===== src/rtl/arb_pkg.sv =====
// Shared types for the 4-to-1 round-robin arbiter: FSM states, requester index
// type, one-hot decode constants and the round-robin search helper.
package arb_pkg;

    typedef enum logic {
        IDLE = 1'b0,
        HOLD = 1'b1
    } arb_state_e;

    typedef logic [1:0] arb_idx_t;

    localparam logic [3:0] ONEHOT_0 = 4'b0001;
    localparam logic [3:0] ONEHOT_1 = 4'b0010;
    localparam logic [3:0] ONEHOT_2 = 4'b0100;
    localparam logic [3:0] ONEHOT_3 = 4'b1000;

    function automatic logic [3:0] onehot(input arb_idx_t idx);
        case (idx)
            2'd0:    onehot = ONEHOT_0;
            2'd1:    onehot = ONEHOT_1;
            2'd2:    onehot = ONEHOT_2;
            default: onehot = ONEHOT_3;
        endcase
    endfunction

    // Walk offsets from farthest to nearest so the closest set bit at or after
    // ptr is the last assignment and wins.
    function automatic arb_idx_t rr_pick(input logic [3:0] req, input arb_idx_t ptr);
        arb_idx_t idx;
        rr_pick = ptr;
        for (int k = 3; k >= 0; k--) begin
            idx = ptr + arb_idx_t'(k);
            if (req[idx]) rr_pick = idx;
        end
    endfunction

endpackage


===== src/rtl/mux_4x1_32bit.sv =====
// Plain 4-to-1 selector for 32-bit words.
module mux_4x1_32bit (
    input  logic [31:0] I0,
    input  logic [31:0] I1,
    input  logic [31:0] I2,
    input  logic [31:0] I3,
    input  logic [1:0]  s,
    output logic [31:0] Y
);

    always_comb begin
        case (s)
            2'd0:    Y = I0;
            2'd1:    Y = I1;
            2'd2:    Y = I2;
            default: Y = I3;
        endcase
    end

endmodule


===== src/rtl/mux_arbiter_4x1_32bit.sv =====
// Round-robin 4-requester arbiter with a one-word registered output buffer.
// Define ARB_BURST_LOCK_EN to let a locked winner keep the grant up to MAX_HOLD transfers.
//
//   state | meaning
//   IDLE  | Y empty, y_valid low; any request is captured on the next edge
//   HOLD  | Y full, y_valid high; refilled in the same cycle it is taken
import arb_pkg::*;

module mux_arbiter_4x1_32bit #(
    parameter int MAX_HOLD = 8
) (
    input  logic        clk,
    input  logic        rst_n,
    input  logic [3:0]  req,
    input  logic [3:0]  lock,
    input  logic [31:0] I0,
    input  logic [31:0] I1,
    input  logic [31:0] I2,
    input  logic [31:0] I3,
    output logic [3:0]  ack,
    output logic [31:0] Y,
    output logic [1:0]  s,
    output logic        y_valid,
    input  logic        y_ready
);

    arb_state_e  state_q, state_d;
    logic [31:0] y_q, y_d;
    arb_idx_t    s_q, s_d;
    arb_idx_t    ptr_q, ptr_d;
    logic [3:0]  ack_q, ack_d;
    arb_idx_t    win;
    logic [31:0] mux_y;
    logic        capture;

    assign win = rr_pick(req, ptr_q);

    mux_4x1_32bit u_mux (
        .I0 (I0),
        .I1 (I1),
        .I2 (I2),
        .I3 (I3),
        .s  (win),
        .Y  (mux_y)
    );

    assign capture = (req != 4'b0000) && ((state_q == IDLE) || y_ready);

`ifdef ARB_BURST_LOCK_EN
    localparam int HOLD_W = (MAX_HOLD > 2) ? $clog2(MAX_HOLD) : 1;

    logic [HOLD_W-1:0] hold_q, hold_d;
`else
    // lock and MAX_HOLD only matter when burst lock is built in.
    logic unused_cfg;
    assign unused_cfg = (^lock) ^ (MAX_HOLD > 0);
`endif

    always_comb begin
        state_d = state_q;
        y_d     = y_q;
        s_d     = s_q;
        ptr_d   = ptr_q;
        ack_d   = 4'b0000;
`ifdef ARB_BURST_LOCK_EN
        hold_d  = hold_q;
`endif
        if (capture) begin
            state_d = HOLD;
            y_d     = mux_y;
            s_d     = win;
            ack_d   = onehot(win);
`ifdef ARB_BURST_LOCK_EN
            if (lock[win] && (int'(hold_q) < MAX_HOLD - 1)) begin
                ptr_d  = win;
                hold_d = hold_q + 1'b1;
            end else begin
                ptr_d  = win + 2'd1;
                hold_d = '0;
            end
`else
            ptr_d   = win + 2'd1;
`endif
        end else if ((state_q == HOLD) && y_ready) begin
            state_d = IDLE;
        end
    end

    always_ff @(posedge clk or negedge rst_n) begin
        if (!rst_n) begin
            state_q <= IDLE;
            y_q     <= '0;
            s_q     <= '0;
            ptr_q   <= '0;
            ack_q   <= '0;
`ifdef ARB_BURST_LOCK_EN
            hold_q  <= '0;
`endif
        end else begin
            state_q <= state_d;
            y_q     <= y_d;
            s_q     <= s_d;
            ptr_q   <= ptr_d;
            ack_q   <= ack_d;
`ifdef ARB_BURST_LOCK_EN
            hold_q  <= hold_d;
`endif
        end
    end

    assign Y       = y_q;
    assign s       = s_q;
    assign ack     = ack_q;
    assign y_valid = (state_q == HOLD);

endmodule


===== config.mk =====
export PLATFORM = sky130hd
export DESIGN_NAME = mux_arbiter_4x1_32bit
export DESIGN_NICKNAME = d
export VERILOG_FILES = /design/src/rtl/arb_pkg.sv /design/src/rtl/mux_4x1_32bit.sv /design/src/rtl/mux_arbiter_4x1_32bit.sv
export SDC_FILE = /design/constraint.sdc
export NUM_CORES = 1
export LEC_CHECK = 0
export ABC_CLOCK_PERIOD_IN_PS = 7500
export CAP_MARGIN = 25
export CORE_MARGIN = 2
export CORE_UTILIZATION = 38
export CTS_CLUSTER_SIZE = 16
export DETAILED_ROUTE_END_ITERATION = 8
export PLACE_DENSITY = 0.87
export SYNTH_ARGS = -nofsm -noshare
export SYNTH_HDL_FRONTEND = slang
export SYNTH_SLANG_ARGS = --single-unit

===== constraint.sdc =====
create_clock -name clk -period 7.5 [get_ports clk]
set_clock_uncertainty 0.2 [all_clocks]
set_input_delay 1.5 -clock clk [delete_from_list [all_inputs] [get_ports clk]]
set_output_delay 1.5 -clock clk [all_outputs]
set_load 0.005 [all_outputs]

# Yosys cells after proc, flatten, opt, wreduce, memory -nomap -nowiden
# Cells that the tools add are included.
[word_totals] output_inout_bits=39 reg_bits=41 inputBits=139 elab_cells=39
[op_classes] mux=17 eq_ne=2 bitwise=1 reduce_logical=6 add_sub_neg=4 magnitude_cmp=4
[ops] operator="32-bit case mux with 3 select lines" count=1
[ops] operator="2-bit by 3-bit < comparator with 1-bit output, second input constant" count=4
[ops] operator="4-bit case mux with 3 select lines" count=1
[ops] operator="1-bit binary-select mux with 2-bit select" count=4
[ops] operator="2-bit two-way mux" count=4
[ops] operator="1-bit two-way mux" count=6
[ops] operator="2-bit by 1-bit adder with 2-bit output, second input constant" count=2
[ops] operator="2-bit adder, second input constant" count=2
[ops] operator="4-bit two-way mux" count=1
[ops] operator="4-bit nonzero test" count=1
[ops] operator="2-bit by 1-bit == test with 1-bit output, second input constant" count=1
[ops] operator="2-bit == test, second input constant" count=1
[ops] operator="1-bit logical AND" count=2
[ops] operator="2-bit zero test" count=1
[ops] operator="2-bit nonzero test" count=1
[ops] operator="1-bit logical OR" count=1
[ops] operator="1-bit inverter" count=1

# Depth between registers and ports, before layout
[depth] ltp_word=10 depth_mapped=9

# By module
# Synthesis repeated with hierarchy kept, for this count alone.
[unflattened] hier_cells=150 area_unflattened_um2=2610.0
[by_module_without_submodules] module="mux_arbiter_4x1_32bit" instances=1 cells_per_inst=111 area_per_inst_um2=1795.5
[by_module_without_submodules] module="mux_4x1_32bit" instances=1 cells_per_inst=39 area_per_inst_um2=814.5

# Worst setup path before layout
# No wires, ideal clock.
[synth_timing] path_kind="input -> register" startpoint="in req[3]" endpoint="reg y_q[0], in the netlist Y[0]" t_required_ns=7.175 cell_stages=9 setup_time_ns=0.125 slack_ns=3.730 path_buffers=2 arrival_ns=3.445 path_cell_list="and3b_1 or4_1 and2_1 ha_1 clkbuf_1 clkbuf_1 a222oi_1 o21ai_0 mux2_4"
[synth_via] elab_chain_cells=8
[synth_rtl] element="start, declared" line_no="mux_arbiter_4x1_32bit.sv:14" source="input logic [3:0] req,"
[synth_rtl] element="1-bit binary-select mux with 2-bit select" line_no="arb_pkg.sv:33" source="if (req[idx]) rr_pick = idx;"
[synth_rtl] element="1-bit two-way mux (not written as such)" line_no="arb_pkg.sv:33"
[synth_rtl] element="2-bit two-way mux (4 in series)" line_no="arb_pkg.sv:33"
[synth_rtl] element="2-bit == test, or another cell as far along" line_no="mux_4x1_32bit.sv:12" source="case (s)"
[synth_rtl] element="32-bit case mux with 3 select lines" line_no="mux_4x1_32bit.sv:12"
[synth_rtl] element="end signal, assigned" line_no="mux_arbiter_4x1_32bit.sv:101" source="y_q <= y_d;"
[synth_rtl] element="end, declared" line_no="mux_arbiter_4x1_32bit.sv:28" source="logic [31:0] y_q, y_d;"
# Parallel ways exist; a longest one is shown, timed or not. The select of a mux whose other input is x is not followed.
# A chain may end at the register's enable or synchronous reset.

# Worst setup path after layout
[layout_timing] startpoint="in req[3]" endpoint="reg y_q[4], in the netlist Y[4]"
# Same word-level chain as after synthesis.

==> results.ini <==
[critical_path]
crit_type=in -> reg
slowest_stage=clkdlybuf4s50_1
start_kind=input port
worstPathRequired_ns=7.48
slowest_delay_ns=0.57
crit_fanout=25
cp_cell_sequence=clkdlybuf4s50_1 > and3b_1 > or4_1 > and2_1 > ha_1 > buf_4 > a222oi_1 > o21ai_0 > mux2_4
cp_data_arrival_time_ns=4.41
worstSetupEndpointType=flop

[placement]
dp.cells=458
hpwl_mm=6.16
io_buffers=173
routabilityCongestion=0.800
pre_cts_ws_ns=2.70

[power_and_ir_drop]
p_sw_share_pct=32.0
seqPwrFrac_pct=28.4
p_clk_share_pct=15.8
powerDensity_nw_per_um2=300
power.combinational.fraction_pct=55.7
power.internal_mw=0.893
netSwitchingPower_mw=0.419
ir_worst_vdd_mv=0.151
leakage_nw=1.81

[grt]
grt_start_max_net_pins=66
overflow=0
grt_pass1_wl_mm=13.2
grt_antenna_before_repair=0
grt_pass1_vias=2788
grt.total_usage_pct=23.0

[cts]
clk_latency_ns=0.29
cts_setup_buffers=0
tritoncts=built
cts_buffer_depth=2
post_cts_resized=0
htreeDepth=2
cts_hold_buf=0
cts_root_buffer=clkbuf_8
clkSinkCount=41
numCtsBuffers=5
clkTransAtPathRegs_ns=0.08

[sta]
finalSetupTns_ns=0
drv_slew=0
worst_pin_slew_ns=0.904
hold_viol_final=0
fin_crit_ns=4.43
rsz0062_at_grt=false
finalWorstSetupSlack_ns=3.07
setup_violations=0
whs_ns=0.314
slew_headroom_pct=39.8
fmax_mhz=226
fin_crit_sh_pct=59.1

[logic_synthesis]
synth_fp_nets=372
yosysTopAreaCellShare_pct=41.0
synthTopCellsByArea=dfrtp_1 41%, mux2_4 16%, a222oi_1 13%
netlist_instances=229
syn_avg_cell_area_um2=10.9
yosysWarnings=0
yosysTopAreaCell=dfrtp_1
ys_seq_area_share_pct=41.0
ys_types=29
ys_seq_elements=41
syn_area_um2=2500

[hold_path]
hold_class=reg -> reg

[layout]
final_nets=532
drive_gt1_share_pct=12.6
multi_input_area_um2=1330
seq_area_um2=1030
fin_util_pct=68.9
syn_to_final_growth_pct=74.8
antenna_cells=0
fin_cells=467
fillers=509

[drt]
vias=2595
routed_via_density=5.56
drt_iter0_drc=152
antenna_left=0
drc=0
wl_mm=8.50
drtPass1Iterations=7
detail_route.wl_per_cell_um=18.2

[floorplanning]
die_h_um=85.2
io_pins=178
die_area_um2=7250
rows=29
start_util_pct=39.4
fp.dieW_um=85.2
core_um2=6350

[job]
max_cap_violations=0

[status]
status=finished, final reports clean

## cell usage after synthesis
library cell and count:
nand2b_1 2, and3b_1 1, and3_1 5, a41oi_1 1, a222oi_1 32, o21ai_0 34, a21oi_1 2, buf_12 2
and2b_1 1, or4_1 1, buf_8 1, mux2_4 27, nand2_1 33, ha_1 4, dfrtp_1 41, a41o_1 1
nand3_1 1, mux2_2 6, a21boi_0 2, nor2_1 1, and2_4 1, nor2b_1 3, or4_4 1, and2_1 1
buf_6 2, nor3_1 1, a31oi_1 1, clkbuf_1 19, o21bai_1 2
## flip-flops by register name (all words and copies together), names as in the netlist
name / flops
y_valid: 1
s: 2
ptr_q: 2
ack: 4
Y: 32
## worst paths after layout
| path | cells past startpoint | slack, ns | end | start |
|---|---|---|---|---|
| max | 9 | 3.07 | Y[4]$_DFFE_PN0P_ | req[3] |
| min | 1 | 0.31 | Y[24]$_DFFE_PN0P_ | Y[24]$_DFFE_PN0P_ |
| max reg2reg | 8 | 4.37 | Y[4]$_DFFE_PN0P_ | ptr_q[1]$_DFFE_PN0P_ |
| min reg2reg | 1 | 0.31 | Y[24]$_DFFE_PN0P_ | Y[24]$_DFFE_PN0P_ |
| max in group asynchronous | 1 | 5.39 | ack[0]$_DFF_PN0_ | rst_n |
| min in group asynchronous | 1 | 1.12 | Y[4]$_DFFE_PN0P_ | rst_n |
## metrics by stage
stage	power, mW	instance area (um2)
after floorplan	0.742	2500
after global placement	1.06	4200
after detailed placement	1.10	4220
after CTS	1.31	4360
after global routing	1.40	4380
final	1.31	4380
## logic make-up after synthesis
kind of cell    share of synthesized area [%]
simple gates                             10.0
flops                                    41.0
compound gates                           22.2
fa+ha+maj                                2.00
mux                                      18.9
buf+inv                                  5.95
## placed cells by master, fill, tap and decap left out
master,instances
o21bai_1,2
nand3_1,1
buf_2,1
a222oi_1,32
bufinv_16,2
a41o_1,1
o21ai_0,34
a41oi_1,1
a21oi_1,2
or4_4,1
clkinv_2,1
nand2b_1,2
ha_1,3
and2_1,1
buf_12,1
and3_1,5
mux2_4,27
buf_16,1
dfrtp_1,41
mux2_2,6
and2_4,1
buf_4,2
clkbuf_8,5
nor2b_1,3
ha_2,1
clkdlybuf4s50_1,172
nand2_1,33
nor3_1,1
and2b_1,1
a31oi_1,1
a21boi_0,2
and3b_1,1
nor2_1,1
or4_1,1
## area by class of cell
type	instances	share of cell area (%)
Multi-Input combinational cell	164	30.4
Sequential cell	41	23.4
Clock inverter	3	1.49
Tap cell	77	2.20
Clock buffer	5	1.57
Timing Repair Buffer	177	40.9
## power groups by stage
stage	Clock [mW]	Sequential, mW	Combinational (mW)
after floorplan	0	0.374	0.368
after global placement	0	0.367	0.693
after detailed placement	0	0.373	0.727
after CTS	0.213	0.372	0.729
after global routing	0.221	0.385	0.791
final	0.208	0.373	0.731
## worst max-delay path: cells and delay by family
kind                     cells  cell delay [ns]
AND/OR/NAND/NOR              3             0.91
buffers and inverters        2             0.86
AO/OA/AOI/OAI                2             0.56
adder cells (fa/ha/maj)      1             0.31
multiplexers                 1             0.27
## per-layer routing
| metal | global-route usage [%] | routed length, um |
|---|---|---|
| met4 | 5.63 | 81 |
| met2 | 41.5 | 4200 |
| met5 | 0 | 0 |
| met3 | 8.66 | 915 |
| met1 | 25.4 | 3300 |
No activity file was read; power rests on OpenSTA's default activity.
